[config.mk]
export PLATFORM = sky130hd
export DESIGN_NAME = four_12_12_st1_mem_rd
export DESIGN_NICKNAME = d
export VERILOG_FILES = /design/src/rtl/four_12_12_pkg.sv /design/src/rtl/four_12_12_st1_rd_buf.sv /design/src/rtl/four_12_12_st1_mem_rd.sv
export SDC_FILE = /design/constraint.sdc
export NUM_CORES = 1
export LEC_CHECK = 0
export ABC_AREA = 1
export BUFFER_PORTS_ARGS = -buffer_cell sky130_fd_sc_hd__buf_4
export CAP_MARGIN = 20
export CORE_ASPECT_RATIO = 1.5
export CORE_MARGIN = 5
export CORE_UTILIZATION = 30
export CTS_CLUSTER_SIZE = 25
export DETAILED_ROUTE_END_ITERATION = 10
export GPL_ROUTABILITY_DRIVEN = 0
export GPL_TIMING_DRIVEN = 0
export HOLD_SLACK_MARGIN = 0.03
export REMOVE_ABC_BUFFERS = 1
export SYNTH_ARGS = -nofsm -noshare
export SYNTH_HDL_FRONTEND = slang
export SYNTH_SLANG_ARGS = --single-unit
[constraint.sdc]
create_clock -name clk -period 2.35 [get_ports clk]
set_input_delay 0.47 -clock clk [delete_from_list [all_inputs] [get_ports clk]]
set_output_delay 0.47 -clock clk [all_outputs]
set_load 0.005 [all_outputs]
[src/rtl/four_12_12_pkg.sv]
// four_12_12 shared types: memory request structs, layer sizes
// and the stage-1 read sequencer state encoding.
package four_12_12_pkg;

    localparam int IN_NUM  = 12;
    localparam int OUT_NUM = 12;

    typedef struct packed {
        logic       wr_en;
        logic [4:0] wr_addr;
        logic       rd_en;
        logic [4:0] rd_addr;
    } tap_int_384_5;

    typedef struct packed {
        logic       wr_en;
        logic [8:0] wr_addr;
        logic       rd_en;
        logic [8:0] rd_addr;
    } data_int_32_9;

    typedef struct packed {
        logic       wr_en;
        logic [3:0] wr_addr;
        logic       rd_en;
        logic [3:0] rd_addr;
    } bias_int_32_4;

    typedef enum logic [1:0] {
        ST_IDLE  = 2'd0,
        ST_RUN   = 2'd1,
        ST_DRAIN = 2'd2
    } st1_rd_state_e;

endpackage

[src/rtl/four_12_12_st1_rd_buf.sv]
// Two-entry FIFO holding returned stage-1 beats until the MAC takes them.
// Ports: clk, reset (async, active-low), push/push_data, pop, head, count.
module four_12_12_st1_rd_buf
    import four_12_12_pkg::*;
#(
    parameter int W = 8
) (
    input  logic         clk,
    input  logic         reset,
    input  logic         push,
    input  logic [W-1:0] push_data,
    input  logic         pop,
    output logic [W-1:0] head,
    output logic [1:0]   count
);

    logic [W-1:0] mem [2];
    logic         wr_ptr;
    logic         rd_ptr;

    // Push and pop on a full buffer writes the slot being read this
    // cycle; the reader has already consumed it, so this is safe.
    always_ff @(posedge clk or negedge reset) begin
        if (!reset) begin
            mem[0] <= '0;
            mem[1] <= '0;
            wr_ptr <= 1'b0;
            rd_ptr <= 1'b0;
            count  <= 2'd0;
        end else begin
            if (push) begin
                mem[wr_ptr] <= push_data;
                wr_ptr      <= ~wr_ptr;
            end
            if (pop) begin
                rd_ptr <= ~rd_ptr;
            end
            unique case ({push, pop})
                2'b10:   count <= count + 2'd1;
                2'b01:   count <= count - 2'd1;
                default: count <= count;
            endcase
        end
    end

    assign head = mem[rd_ptr];

endmodule

[src/rtl/four_12_12_st1_mem_rd.sv]
// Stage-1 read sequencer: walks OUT_NUM neurons x IN_NUM beats, reads
// tap/data/bias memories and streams the words to the stage-1 MAC.
// Ports: clk, reset (async, active-low), start, data_base, busy, done,
//   tap_int/data_int/bias_int request structs and their rd_data inputs,
//   out_valid/out_ready beat stream with out_tap/data/bias/first/last/idx.
// Option: FOUR_12_12_ST1_MEM_RD_PERF_EN adds stall_cnt [15:0].
module four_12_12_st1_mem_rd
    import four_12_12_pkg::*;
#(
    parameter int TAP_W   = 384,
    parameter int TAP_AW  = 5,
    parameter int DATA_W  = 32,
    parameter int DATA_AW = 9,
    parameter int BIAS_AW = 4,
    parameter int IN_NUM  = four_12_12_pkg::IN_NUM,
    parameter int OUT_NUM = four_12_12_pkg::OUT_NUM,
    parameter int RD_LAT  = 1
) (
    input  logic               clk,
    input  logic               reset,
    input  logic               start,
    input  logic [DATA_AW-1:0] data_base,
    output logic               busy,
    output logic               done,
    output tap_int_384_5       tap_int,
    output data_int_32_9       data_int,
    output bias_int_32_4       bias_int,
    input  logic [TAP_W-1:0]   tap_int_rd_data,
    input  logic [DATA_W-1:0]  data_int_rd_data,
    input  logic [DATA_W-1:0]  bias_int_rd_data,
    output logic               out_valid,
    input  logic               out_ready,
    output logic [TAP_W-1:0]   out_tap,
    output logic [DATA_W-1:0]  out_data,
    output logic [DATA_W-1:0]  out_bias,
    output logic               out_first,
    output logic               out_last,
    output logic [3:0]         out_idx
`ifdef FOUR_12_12_ST1_MEM_RD_PERF_EN
    ,
    output logic [15:0]        stall_cnt
`endif
);

    localparam int BW = TAP_W + 2 * DATA_W + 6;

    st1_rd_state_e      state_q;
    st1_rd_state_e      state_d;
    logic [3:0]         k_q;
    logic [3:0]         i_q;
    logic [DATA_AW-1:0] base_q;

    // Sideband tags {first, last, idx} ride alongside the memory latency.
    logic [RD_LAT-1:0]  pv_q;
    logic [5:0]         ptag_q [RD_LAT];
    logic [5:0]         issue_tag;
    logic [2:0]         inflight;

    logic               issue;
    logic               last_issue;
    logic               push;
    logic               pop;
    logic [1:0]         cnt;
    logic [BW-1:0]      push_beat;
    logic [BW-1:0]      head;

    always_comb begin
        inflight = '0;
        for (int j = 0; j < RD_LAT; j++) begin
            inflight = inflight + {2'b00, pv_q[j]};
        end
    end

    // Reads in flight plus buffered beats never exceed two, so the
    // buffer cannot overflow however long out_ready stays low.
    assign issue = (state_q == ST_RUN) &&
                   (({1'b0, cnt} + inflight) < 3'd2);

    assign last_issue = issue &&
                        (k_q == 4'(OUT_NUM - 1)) &&
                        (i_q == 4'(IN_NUM - 1));

    assign issue_tag = {(i_q == 4'd0), (i_q == 4'(IN_NUM - 1)), k_q};

    always_ff @(posedge clk or negedge reset) begin
        if (!reset) begin
            state_q <= ST_IDLE;
            k_q     <= '0;
            i_q     <= '0;
            base_q  <= '0;
        end else begin
            state_q <= state_d;
            if (state_q == ST_IDLE && start) begin
                base_q <= data_base;
                k_q    <= '0;
                i_q    <= '0;
            end else if (issue) begin
                if (i_q == 4'(IN_NUM - 1)) begin
                    i_q <= '0;
                    k_q <= k_q + 4'd1;
                end else begin
                    i_q <= i_q + 4'd1;
                end
            end
        end
    end

    always_comb begin
        state_d = state_q;
        done    = 1'b0;
        unique case (state_q)
            ST_IDLE: begin
                if (start) state_d = ST_RUN;
            end
            ST_RUN: begin
                if (last_issue) state_d = ST_DRAIN;
            end
            ST_DRAIN: begin
                if (inflight == 3'd0 && cnt == 2'd0) begin
                    state_d = ST_IDLE;
                    done    = 1'b1;
                end
            end
            default: state_d = ST_IDLE;
        endcase
    end

    assign busy = (state_q != ST_IDLE);

    always_comb begin
        tap_int          = '0;
        data_int         = '0;
        bias_int         = '0;
        tap_int.rd_en    = issue;
        data_int.rd_en   = issue;
        bias_int.rd_en   = issue;
        if (issue) begin
            tap_int.rd_addr  = TAP_AW'(k_q);
            bias_int.rd_addr = BIAS_AW'(k_q);
            data_int.rd_addr = base_q + DATA_AW'(i_q);
        end
    end

    always_ff @(posedge clk or negedge reset) begin
        if (!reset) begin
            pv_q <= '0;
            for (int j = 0; j < RD_LAT; j++) begin
                ptag_q[j] <= '0;
            end
        end else begin
            pv_q[0]   <= issue;
            ptag_q[0] <= issue_tag;
            for (int j = 1; j < RD_LAT; j++) begin
                pv_q[j]   <= pv_q[j-1];
                ptag_q[j] <= ptag_q[j-1];
            end
        end
    end

    assign push      = pv_q[RD_LAT-1];
    assign push_beat = {tap_int_rd_data, data_int_rd_data,
                        bias_int_rd_data, ptag_q[RD_LAT-1]};

    four_12_12_st1_rd_buf #(
        .W (BW)
    ) u_buf (
        .clk       (clk),
        .reset     (reset),
        .push      (push),
        .push_data (push_beat),
        .pop       (pop),
        .head      (head),
        .count     (cnt)
    );

    assign out_valid = (cnt != 2'd0);
    assign pop       = out_valid && out_ready;

    assign {out_tap, out_data, out_bias,
            out_first, out_last, out_idx} = head;

`ifdef FOUR_12_12_ST1_MEM_RD_PERF_EN
    always_ff @(posedge clk or negedge reset) begin
        if (!reset) begin
            stall_cnt <= '0;
        end else if (state_q == ST_IDLE && start) begin
            stall_cnt <= '0;
        end else if (out_valid && !out_ready &&
                     stall_cnt != 16'hFFFF) begin
            stall_cnt <= stall_cnt + 16'd1;
        end
    end
`endif

endmodule

After elaboration in Yosys (flattened, before gate mapping). Cells that the tools add are included.

Register bits: 938. Bits of input ports: 461. Output and inout port bits: 499. Word-level logic and storage cells: 74.

Add/subtract/negate cells: 6. Order comparisons: 4. Equality and inequality tests: 9. Multiplexer cells: 22. Bitwise operators: 4. Reductions and logical operators: 18.

Operators with widths (number): 454-bit 2-to-1 mux (4); 908-bit bitwise mux (1); 454-bit demux with 1-bit select (1); 4-bit 2-to-1 mux (8); 2-bit nonzero test (5); 9-bit by 4-bit adder with 9-bit output (1); 9-bit 2-to-1 mux (1); 4-bit by 1-bit adder with 4-bit output (second input constant) (2); 4-bit == test (second input constant) (2); 1-bit logical AND (7); 2-bit 2-to-1 mux (3); 2-bit inequality test (second input constant) (3); 2-bit case mux with 3 select lines (1); 2-bit by 1-bit == test with 1-bit output (second input constant) (2); 2-bit == test (second input constant) (2); 2-bit >= comparator (second input constant) (2); 2-bit zero test (2); 4-bit zero test (1); 1-bit inverter with 2-bit output (2); 2-bit case mux with 2 select lines (1); 2-bit by 1-bit adder with 3-bit output (1); 3-bit zero test (1); 3-bit by 2-bit < comparator with 1-bit output (second input constant) (1); 3-bit AND reduction (1); other kinds (6) (8).

Logic depth before layout (Yosys ltp).
Depth in word-level cells: 7. Gate-level depth with buffers: 8. Mapped depth without buffers: 8.

Modules after synthesis. From an unflattened synthesis, not the netlist that was laid out.

Cells, all modules: 5084. Area total of the unflattened synthesis: 41581.1 µm².

By module, submodules not included: four_12_12_st1_rd_buf (times used 1, cells each 4864, area an instance 39823.2 µm², sequential area each 22821.9 µm²); four_12_12_st1_mem_rd (times used 1, cells each 220, area an instance 1757.9 µm², sequential area each 650.6 µm²).

Worst setup path before layout. No wires, ideal clock.

Path kind: reg2out. Start point: reg i_q[0]. End point: out data_int[6] in the netlist's numbering. Data arrival time: 1.436 ns. Required time: 1.880 ns. Path slack: 0.444 ns. Cell stages (with the launch flop): 8. Path buffers: 0. Path through: dfrtp_1 > ha_1 > fa_1 > nand3_1 > nand2_1 > nand3_1 > nand2_1 > nor2_1.

RTL lines: start: declaration (RTL line four_12_12_st1_mem_rd.sv:50) `logic [3:0] i_q;`; start signal: assignment (RTL line four_12_12_st1_mem_rd.sv:102) `i_q <= i_q + 4'd1;`; end: declaration (RTL line four_12_12_st1_mem_rd.sv:26) `output data_int_32_9 data_int,`.

Worst setup path after layout.
Start point: reg u_buf.rd_ptr. End point: out out_tap[65].

Longest elaborated chain between the ends: 4.

Ends and longest elaborated chain: start: declaration (RTL line four_12_12_st1_rd_buf.sv:19) `logic rd_ptr;`; start signal: assignment (RTL line four_12_12_st1_rd_buf.sv:36) `rd_ptr <= ~rd_ptr;`; 1-bit inverter with 2-bit output (not written as such) (RTL line four_12_12_st1_rd_buf.sv:46) `assign head = mem[rd_ptr];`; 454-bit 2-to-1 mux (not written as such) (3 in a row) (RTL line four_12_12_st1_rd_buf.sv:46); end: declaration (RTL line four_12_12_st1_mem_rd.sv:33) `output logic [TAP_W-1:0] out_tap,`.

No other way between the ends. The select of a mux whose other input is x is not followed.

==> impl_metrics.yaml <==
routing:
  postRouteAntennaNets: 0
  wl_per_cell_um: 18.5
  wl_mm: 152
  vias_per_cell: 4.63
  vias: 38200
  drc_errors: 0
  first_pass_iters: 7
  drtIter0Drc: 3416
cells_and_area:
  drive_above_1_share: 0.227
  final_cell_area_um2: 60900
  fillCellCount: 12800
  instances_no_fill: 8251
  area_delta_synth_final_pct: 49.8
  final_nets: 6875
  final_util: 0.452
placement:
  io_buffers: 937
  dp_hpwl_mm: 90.2
  placed_cell_area_um2: 49500
  dpl.cell_count: 7494
  place_ws_ns: -1.16
pwr:
  p_leak_nw: 32.3
  swShare: 0.401
  internal_power_mw: 53.2
  p_comb_frac: 0.500
  switchingPower_mw: 35.7
  p_per_area_nw_per_um2: 1460
  p_total_mw: 88.9
  pwr-share-clk: 0.180
  ir_worst_vdd_mv: 0.872
  seq_power_share: 0.320
critical_path:
  reg2reg_depth: 6
  crit_end: "out_tap[65]"
  critPathCaptureType: "primary output"
  r2r_setup_slack_ns: -0.17
  crit_start: "u_buf.rd_ptr"
  path_class: "reg2out"
  critPathRequiredTime_ns: 1.88
  arrival_ns: 2.29
  cp_max_fo: 7
  regToRegEndpoint: "u_buf.mem[87]"
  start_kind: "register"
  worstReg2RegStart: "u_buf.wr_ptr"
grt:
  antenna_found_initial: 28
  grt_first_pass_wirelength_mm: 224
  grt_max_degree: 123
  grt_usage: 0.199
  grt-ovfl-total: 0
  first_global_vias: 37400
timing:
  finalSetupTns_ns: -158.72
  worstMarginPinSlew_ns: 0.905
  worst_slack_ns: -0.411
  setup-violations-final: 615
  hold_ws_ns: 0.105
  clock_skew_ns: 0.0138
  rsz0062_at_grt: "true"
  fin_crit_sh: 1.18
  fin_crit_ns: 2.76
  drv_slew: 0
  hold_viol_final: 0
  slew_headroom: 0.397
  max_freq_mhz: 362
die:
  die_h_um: 461
  core-area_um2: 135000
  rows: 165
  chipWidth_um: 311
  dieArea_um2: 143000
  num_io_pins: 960
  floorplan.initialDensity: 0.302
clock_network:
  cts_num_sinks: 938
  cts_made_buffers: 97
  cts_max_path_buffers: 3
  root_buffer: "clkbuf_16"
  htree_levels: 3
  clkTransAtPathRegs_ns: 0.06
  clk_latency_ns: 0.70
  cts_tree: "done"
job:
  cap_violations: 0
logic_synthesis:
  ys_warn_count: 0
  ys_seq_elements: 938
  synth.yosys.seq_area_share: 0.577
  synth-main-ff-cell: "dfrtp_1"
  ys_types: 24
  async_flop_share: 1.00
  synth-edff-count: 0
  syn_area_per_cell_um2: 8.02
  synthesis.area_um2: 40700
  synthCells: 5074
status:
  status: "complete, but fails checks"
  violations: "setup timing"
worst_hold_path:
  hold_path.class: "in2reg"
## logic make-up (layout without fill, tap and decap cells)
kind of cell,after synthesis,after routing,share of synthesized area
xor+xnor,6,6,0.00129
buf+inv,812,2198,0.0842
other cells,1,37,0.0000922
flops,938,938,0.577
simple gates,2379,2381,0.220
compound gates,929,929,0.114
fa+ha+maj,9,9,0.00295
## layer usage
metal  wire, µm  vias up  GRT usage
met1      61600    18200      0.249
li1           -    18300          -
met5         32        -          0
met4       4860        6     0.0638
met3      15500      233     0.0752
met2      70300     1506      0.319
## registers in the layout (all words and copies together), names as in the netlist
name / count
state_q: 2
k_q: 4
u_buf.count: 2
ptag_q: 6
i_q: 4
u_buf.wr_ptr: 1
u_buf.rd_ptr: 1
u_buf.mem: 908
push: 1
base_q: 9
## power by group through the flow
stage | sequential (mW) | clock, mW | combinational (mW)
6_report | 28.5 | 16.0 | 44.5
5_1_grt | 29.3 | 17.1 | 49.2
4_1_cts | 28.1 | 16.5 | 42.5
3_5_place_dp | 28.2 | 0 | 36.2
3_3_place_gp | 20.7 | 0 | 10.7
2_1_floorplan | 22.4 | 0 | 8.20
## critical path: stages, from the launching register on
cell and delay, ns:
dfrtp_4 0.51, buf_16 0.14, buf_16 0.15, clkinv_16 0.08
buf_16 0.15, buf_12 0.15, clkbuf_16 0.17, nand2_1 0.05
nand2_1 0.05, buf_4 0.12
## cells in the mapped netlist (2+ instances only)
cell type	number	share of area
buf_6	23	0.0064
nand4_1	3	0.00046
ha_1	8	0.0025
clkbuf_1	193	0.018
dfrtp_1	938	0.58
nor2_1	19	0.0018
o21ai_1	200	0.025
buf_1	13	0.0012
nand3_1	16	0.0020
xor2_1	4	0.00086
nand2_1	2338	0.22
o21ai_0	720	0.089
buf_2	76	0.0093
buf_4	29	0.0054
inv_1	476	0.044
a21oi_1	9	0.0011
xnor2_1	2	0.00043
## area by class of cell
class | count | area (µm²) | area share
multi-input cells | 3347 | 14900 | 0.245
well taps | 1753 | 2190 | 0.0360
repair inverters | 2 | 46.3 | 0.000760
flip-flops and latches | 938 | 23500 | 0.385
clock inverters | 32 | 349 | 0.00573
repair buffers | 1541 | 15100 | 0.248
inverters | 478 | 1820 | 0.0299
clock buffers | 145 | 2950 | 0.0484
diodes | 15 | 37.5 | 0.000616
## worst min path at each step
| stage | cells after the start | startpoint | end | slack (ns) |
|---|---|---|---|---|
| 2_1_floorplan | 0 | reset | base_q[0] | 0.17 |
| 3_3_place_gp | 0 | k_q[1] | ptag_q[1] | 0.45 |
| 3_5_place_dp | 1 | reset | u_buf.mem[486] | 0.42 |
| 4_1_cts | 3 | tap_int_rd_data[41] | u_buf.mem[111] | 0.03 |
| 5_1_grt | 3 | tap_int_rd_data[41] | u_buf.mem[111] | 0.07 |
| 6_report | 3 | tap_int_rd_data[41] | u_buf.mem[111] | 0.10 |
## cell usage in the layout (no fill, tap or decap), drive strengths merged
cell type    instances
ha                   8
xnor2                2
a21oi                9
xor2                 4
or2                  3
o21ai              920
nand4                3
nor2                19
clkinv              26
diode               15
bufinv               4
dfrtp              938
nor3b                1
conb                22
bufbuf               6
nand3               16
nand2             2338
clkinvlp             3
nor3                 1
dlygate4sd3        457
inv                479
fa                   1
clkbuf             166
buf               1057
## timing repair
action | in CTS | in global routing
setup endpoints to repair | 665 | 1068
endpoints found under the hold margin | 942 | 0
buffers inserted | 32 | 16
gates cloned | 37 | 23
hold buffers | 459 | 0
pin swaps | 50 | 59
gates resized for setup | 273 | 178
No activity file was read; power rests on OpenSTA's default activity.
